File: src/rtl/pixel_readout_pkg.sv
// Shared types and default sizing for the pixel readout stage.
package pixel_readout_pkg;

    typedef enum logic [1:0] {
        StIdle = 2'd0,
        StConv = 2'd1,
        StRead = 2'd2
    } state_t;

    localparam int unsigned DEF_DATA_W     = 8;
    localparam int unsigned DEF_NUM_COLS   = 2;
    localparam int unsigned DEF_FIFO_DEPTH = 4;
    localparam int unsigned DEF_SETTLE     = 2;

endpackage

File: src/rtl/readout_fifo.sv
// Word FIFO with a row-wide write port (NUM_COLS words per push, column 0 first) and a
// single-word read port. Exposes free space, empty flag and the head word.
module readout_fifo #(
    parameter int unsigned DATA_W   = 8,
    parameter int unsigned NUM_COLS = 2,
    parameter int unsigned DEPTH    = 4,
    localparam int unsigned CNT_W   = $clog2(DEPTH + 1),
    localparam int unsigned PTR_W   = (DEPTH > 1) ? $clog2(DEPTH) : 1
) (
    input  logic                       clk,
    input  logic                       reset,
    input  logic                       push,
    input  logic [NUM_COLS*DATA_W-1:0] wr_row,
    input  logic                       pop,
    output logic [DATA_W-1:0]          head,
    output logic                       empty,
    output logic [CNT_W-1:0]           free
);

    logic [DATA_W-1:0] mem [DEPTH];
    logic [PTR_W-1:0]  wr_ptr;
    logic [PTR_W-1:0]  rd_ptr;
    logic [CNT_W-1:0]  count;
    logic              pop_ok;

    function automatic logic [PTR_W-1:0] add_wrap(input logic [PTR_W-1:0] p,
                                                  input int unsigned n);
        int unsigned s;
        s = 32'(p) + n;
        if (s >= DEPTH) s = s - DEPTH;
        return PTR_W'(s);
    endfunction

    assign empty  = (count == '0);
    assign free   = CNT_W'(DEPTH) - count;
    assign pop_ok = pop && !empty;
    // Gate the head so an empty FIFO never shows stale storage.
    assign head   = empty ? '0 : mem[rd_ptr];

    always_ff @(posedge clk) begin
        if (push) begin
            for (int unsigned c = 0; c < NUM_COLS; c++) begin
                mem[add_wrap(wr_ptr, c)] <= wr_row[c*DATA_W +: DATA_W];
            end
        end
    end

    always_ff @(posedge clk or posedge reset) begin
        if (reset) begin
            wr_ptr <= '0;
            rd_ptr <= '0;
            count  <= '0;
        end else begin
            if (push) wr_ptr <= add_wrap(wr_ptr, NUM_COLS);
            if (pop_ok) rd_ptr <= add_wrap(rd_ptr, 1);
            count <= count + (push ? CNT_W'(NUM_COLS) : CNT_W'(0))
                           - (pop_ok ? CNT_W'(1) : CNT_W'(0));
        end
    end

endmodule

File: src/rtl/pixel_readout.sv
// Pixel-array readout: ramp counter during convert, row select/settle/capture during reads,
// and a valid/ready word FIFO. Define PIXEL_READOUT_GRAY_EN to emit the ramp as Gray code.
module pixel_readout
    import pixel_readout_pkg::*;
#(
    parameter int unsigned DATA_W     = DEF_DATA_W,
    parameter int unsigned NUM_COLS   = DEF_NUM_COLS,
    parameter int unsigned FIFO_DEPTH = DEF_FIFO_DEPTH,
    parameter int unsigned SETTLE     = DEF_SETTLE
) (
    input  logic                       clk,
    input  logic                       reset,
    input  logic                       convert,
    input  logic                       read1,
    input  logic                       read2,
    input  logic [NUM_COLS*DATA_W-1:0] pix_data,
    output logic [DATA_W-1:0]          adc_count,
    output logic [1:0]                 row_sel,
    output logic [DATA_W-1:0]          out_data,
    output logic                       out_valid,
    input  logic                       out_ready,
    output logic                       overflow
);

    localparam int unsigned CNT_W = $clog2(FIFO_DEPTH + 1);
    localparam int unsigned ST_W  = $clog2(SETTLE + 1);
    localparam logic [ST_W-1:0] SETTLE_C = ST_W'(SETTLE);

    state_t            state;
    logic [DATA_W-1:0] bin_count;
    logic              active_r2;
    logic [ST_W-1:0]   settle_cnt;
    logic              active_high;
    logic              capture;
    logic              room;
    logic              push;
    logic              empty;
    logic [CNT_W-1:0]  free;

    assign active_high = active_r2 ? read2 : read1;
    assign room        = (free >= CNT_W'(NUM_COLS));
    assign push        = capture && room;
    assign out_valid   = !empty;

    always_comb begin
        capture = 1'b0;
        unique case (state)
            StIdle:  capture = !convert && (read1 || read2) && (SETTLE == 1);
            // settle_cnt saturates at SETTLE, so this fires once per phase.
            StRead:  capture = active_high && (settle_cnt < SETTLE_C)
                               && (settle_cnt + ST_W'(1) == SETTLE_C);
            default: capture = 1'b0;
        endcase
    end

    always_ff @(posedge clk or posedge reset) begin
        if (reset) begin
            state      <= StIdle;
            bin_count  <= '0;
            row_sel    <= 2'b00;
            active_r2  <= 1'b0;
            settle_cnt <= '0;
            overflow   <= 1'b0;
        end else begin
            if (capture && !room) overflow <= 1'b1;
            unique case (state)
                StIdle: begin
                    if (convert) begin
                        state     <= StConv;
                        bin_count <= '0;
                    end else if (read1 || read2) begin
                        state      <= StRead;
                        active_r2  <= !read1;
                        row_sel    <= read1 ? 2'b01 : 2'b10;
                        settle_cnt <= ST_W'(1);
                    end
                end
                StConv: begin
                    if (!convert) begin
                        state <= StIdle;
                    end else if (bin_count != '1) begin
                        bin_count <= bin_count + DATA_W'(1);
                    end
                end
                StRead: begin
                    if (!active_high) begin
                        state   <= StIdle;
                        row_sel <= 2'b00;
                    end else if (settle_cnt < SETTLE_C) begin
                        settle_cnt <= settle_cnt + ST_W'(1);
                    end
                end
                default: state <= StIdle;
            endcase
        end
    end

`ifdef PIXEL_READOUT_GRAY_EN
    assign adc_count = bin_count ^ (bin_count >> 1);
`else
    assign adc_count = bin_count;
`endif

    readout_fifo #(
        .DATA_W   (DATA_W),
        .NUM_COLS (NUM_COLS),
        .DEPTH    (FIFO_DEPTH)
    ) u_fifo (
        .clk    (clk),
        .reset  (reset),
        .push   (push),
        .wr_row (pix_data),
        .pop    (out_ready),
        .head   (out_data),
        .empty  (empty),
        .free   (free)
    );

endmodule

File: config.mk
export PLATFORM = sky130hd
export DESIGN_NAME = pixel_readout
export DESIGN_NICKNAME = d
export VERILOG_FILES = /design/src/rtl/pixel_readout_pkg.sv /design/src/rtl/readout_fifo.sv /design/src/rtl/pixel_readout.sv
export SDC_FILE = /design/constraint.sdc
export NUM_CORES = 1
export LEC_CHECK = 0
export ABC_AREA = 1
export CORE_UTILIZATION = 25
export CTS_CLUSTER_DIAMETER = 120
export DETAILED_ROUTE_END_ITERATION = 8
export DONT_BUFFER_PORTS = 1
export GPL_TIMING_DRIVEN = 0
export MAX_ROUTING_LAYER = met4
export PLACE_DENSITY_LB_ADDON = 0.08
export SLEW_MARGIN = 5
export SYNTH_ARGS = -nofsm -noshare
export SYNTH_HDL_FRONTEND = slang
export SYNTH_SLANG_ARGS = --single-unit
File: constraint.sdc
create_clock -name clk -period 3.4 [get_ports clk]
set_clock_uncertainty 0.1 [all_clocks]
set_input_delay 0.68 -clock clk [delete_from_list [all_inputs] [get_ports clk]]
set_output_delay 0.68 -clock clk [all_outputs]
set_load 0.05 [all_outputs]
==> metrics.csv <==
stage;metric;value;unit
logic_synthesis;Mean Syn Cell Area;9.786;um2
clocking;CTS Buf Count;5;
drt;DR DRC count;0;
setup_path;CP peak stage delay;0.98;ns
drt;Via density;4.248;
setup_path;crit path DAT;2.35;ns
layout;FILL cells;1046;
clocking;Longest Clk Path Bufs;2;
global_routing;initial antenna violation count;0;
placement;Area after DPL;2699;um2
layout;post-layout util;29.02;%
setup_path;CP max stage cell;a21oi_1;
timing;Setup-failing EPs final;0;
logic_synthesis;Seq/Total Area, Yosys;60.10;%
clocking;CTS tree;built;
drt;wire per inst;13.69;um
timing;Final Max Tran Viols;0;
clocking;CTS clock-pin slew for the worst setup and hold paths;0.11;ns
power_and_ir_drop;clock share of power;21.0;%
floorplan;Initial Utilization;25.73;%
power_and_ir_drop;combinational share of power;40.2;%
timing;Final Hold Slack;0.3530;ns
layout;post-route cell area;2836;um2
power_and_ir_drop;switching power;0.001121;W
timing;fmax;319.1;MHz
setup_path;WP buf/inv;2;
power_and_ir_drop;Static Leak;1.164;nW
layout;most frequent cells in the layout;nand2_1 (45), nor2_1 (45), edfxtp_1 (32);
setup_path;r2r setup slk;0.82;ns
layout;Multi-input gate area;847.1;um2
floorplan;die span in y;102.3;um
logic_synthesis;mapped cell area;2515;um2
power_and_ir_drop;switching share of power;45.49;%
floorplan;floorplan row count;36;
setup_path;CP endpoint kind;output port;
global_routing;all-layer global routing usage;11.67;%
power_and_ir_drop;worst vdd ir;0.2679;mV
setup_path;R2R Path Start;u_fifo.count[1]$_DFF_PP0_;
global_routing;GRT busiest layer;met2;
logic_synthesis;Yosys warning count;0;
global_routing;grt met2 use;18.59;%
setup_path;Crit path top cell by count;ha_1;
setup_path;CP cell instances;inv_1, ha_1, ha_1, clkbuf_1, a21oi_1;
power_and_ir_drop;Internal Power;0.001344;W
layout;n_diodes;0;
setup_path;Reg-to-Reg End;u_fifo.count[2]$_DFF_PP0_;
setup_path;WP depth;5;
setup_path;startpoint type of the worst setup path;flip-flop;
clocking;H-tree depth;2;
placement;final RePlAce weighted congestion;0.7637;
global_routing;grt total ovfl;0;
setup_path;Crit Path Class;flip-flop to output port;
clocking;hold_buf cts;0;
clocking;Post-CTS Resized;0;
drt;Final ANT Viol Nets;0;
floorplan;die area;10460;um2
flow_run;Max-Cap Viols;0;
layout;Layout area overhead;12.79;%
global_routing;first-pass GRT wire length;8749;um
timing;period utilization;92.17;%
timing;Max-slew headroom;22.78;%
floorplan;I/O Pins;42;
timing;actual slew at the worst max-slew pin;1.162;ns
power_and_ir_drop;Overall Power;0.002465;W
timing;RSZ-0062 raised after global routing;false;
global_routing;vias in the first global route;1675;
floorplan;Die Width;102.3;um
logic_synthesis;#FFs+latches synth;54;
drt;drt pass-1 iters;4;
drt;total wire length;5464;um
placement;# port buffers;0;
logic_synthesis;Post-Synthesis Cells;257;
power_and_ir_drop;Power Density;869.0;nW/um2
layout;nets;295;
status;status;complete, no violations;
power_and_ir_drop;Flop pwr share;38.8;%
timing;Hold Fails Final Rpt;0;
min_path;Hold Crit Class;input pin to async pin;
global_routing;largest net degree at the start of global routing;23;
logic_synthesis;Synth cell types;27;
logic_synthesis;syn_nets;287;
drt;DR vias;1695;
clocking;Post-CTS Setup Inserts;0;
global_routing;met3 usage;3.694;%
layout;layout cells sized above 1;12.78;%
timing;shortest period the worst path allows;3.134;ns
floorplan;core footprint;9774;um2
setup_path;Crit Path Max Fanout;9;
timing;TNS Setup;0;ns
layout;sequential cell area;1511;um2
setup_path;Worst Reg-to-Reg Cells;12;
clocking;Sink Count;54;
clocking;Worst-Skew Late Latency;0.31;ns
setup_path;Top Family by Delay on Critical Path;compound AO/OA/AOI/OAI gates;
drt;1st-iter DRT viols;52;
setup_path;Critical Path RT;2.62;ns
clocking;Clk Tree Root Cell;clkbuf_8;
placement;Post-DP HPWL;3737;um
global_routing;M1 GR Usage;14.18;%
area by class of cell:
cell class,count,area share (%)
Clock buffer,5,2.426
Timing Repair Buffer,1,0.5293
Sequential cell,54,53.29
Clock inverter,3,2.426
Inverter,32,4.235
Multi-Input combinational cell,165,29.86
Tap cell,133,5.867
Buffer,6,1.367
power by group through the flow:
| stage | Clock, W | Sequential (W) | Combinational [W] |
|---|---|---|---|
| final | 0.000519 | 0.000956 | 0.000990 |
| after global routing | 0.000556 | 0.000972 | 0.00112 |
| after CTS | 0.000538 | 0.000957 | 0.00101 |
| after detailed placement | 0 | 0.000970 | 0.00101 |
| after global placement | 0 | 0.000972 | 0.00100 |
| after floorplan | 0 | 0.000954 | 0.000828 |
routing by layer:
metal	vias up	part of all wire (%)	wire, um
met3	5	7.3	398
met5	-	0	0
met2	45	45	2466
met1	797	46	2540
li1	848	-	-
met4	0	1.1	59
sequential cells by signal, indices dropped and copies added, names as in the netlist:
name,cells
u_fifo.count,3
state,2
adc_count,8
active_r2,1
u_fifo.wr_ptr,1
u_fifo.mem,32
u_fifo.rd_ptr,2
overflow,1
row_sel,2
settle_cnt,2
worst max-delay path by stage:
stage                                 startpoint                    endpoint  slack (ns)
detailed placement     u_fifo.count[1]$_DFF_PP0_                 out_data[1]        0.62
global placement                           read2  u_fifo.mem[2][5]$_DFFE_PP_        0.35
floorplan              u_fifo.count[0]$_DFF_PP0_                 out_data[0]        0.94
finish                 u_fifo.count[1]$_DFF_PP0_                 out_data[6]        0.27
global route        u_fifo.rd_ptr[0]$_DFFE_PP0P_                 out_data[6]        0.15
CTS                    u_fifo.count[1]$_DFF_PP0_                 out_data[1]        0.26
kinds of logic after synthesis:
group                    share of synthesized area, %
buffers and inverters                           6.318
AND/OR/NAND/NOR                                 19.90
XOR/XNOR                                        1.393
AO/OA/AOI/OAI                                   8.308
flip-flops                                      60.10
adder cells (fa/ha/maj)                         3.980
synthesized netlist by cell type:
cell type | instances | share of area (%)
edfxtp_1 | 32 | 38
clkbuf_1 | 1 | 0.15
nand2_2 | 2 | 0.50
o21ai_0 | 10 | 2.0
nand2_1 | 45 | 6.7
buf_2 | 4 | 0.80
xor2_1 | 3 | 1.0
or2_1 | 1 | 0.25
inv_1 | 25 | 3.7
nor2_2 | 2 | 0.50
dfrtp_1 | 22 | 22
nand3_1 | 14 | 2.8
ha_1 | 8 | 4.0
buf_8 | 1 | 0.60
o21ai_1 | 11 | 2.2
nand2_4 | 1 | 0.45
a21oi_1 | 9 | 1.8
o21ai_2 | 5 | 1.7
clkinv_1 | 1 | 0.15
xnor2_1 | 1 | 0.35
nor2_1 | 46 | 6.9
nor2_4 | 2 | 0.90
o21bai_1 | 2 | 0.60
inv_2 | 6 | 0.90
nand3b_1 | 1 | 0.30
nand4_1 | 1 | 0.25
nand3_2 | 1 | 0.40
stage by stage:
| stage | std cells | setup WS [ns] |
|---|---|---|
| 6_report | 399 | 0.2663 |
| 5_1_grt | 399 | 0.1512 |
| 4_1_cts | 399 | 0.2574 |
| 3_5_place_dp | 391 | 0.6181 |
| 3_3_place_gp | 390 | 0.3477 |
| 2_1_floorplan | 257 | 0.9430 |
No activity file was read; power rests on OpenSTA's default activity.
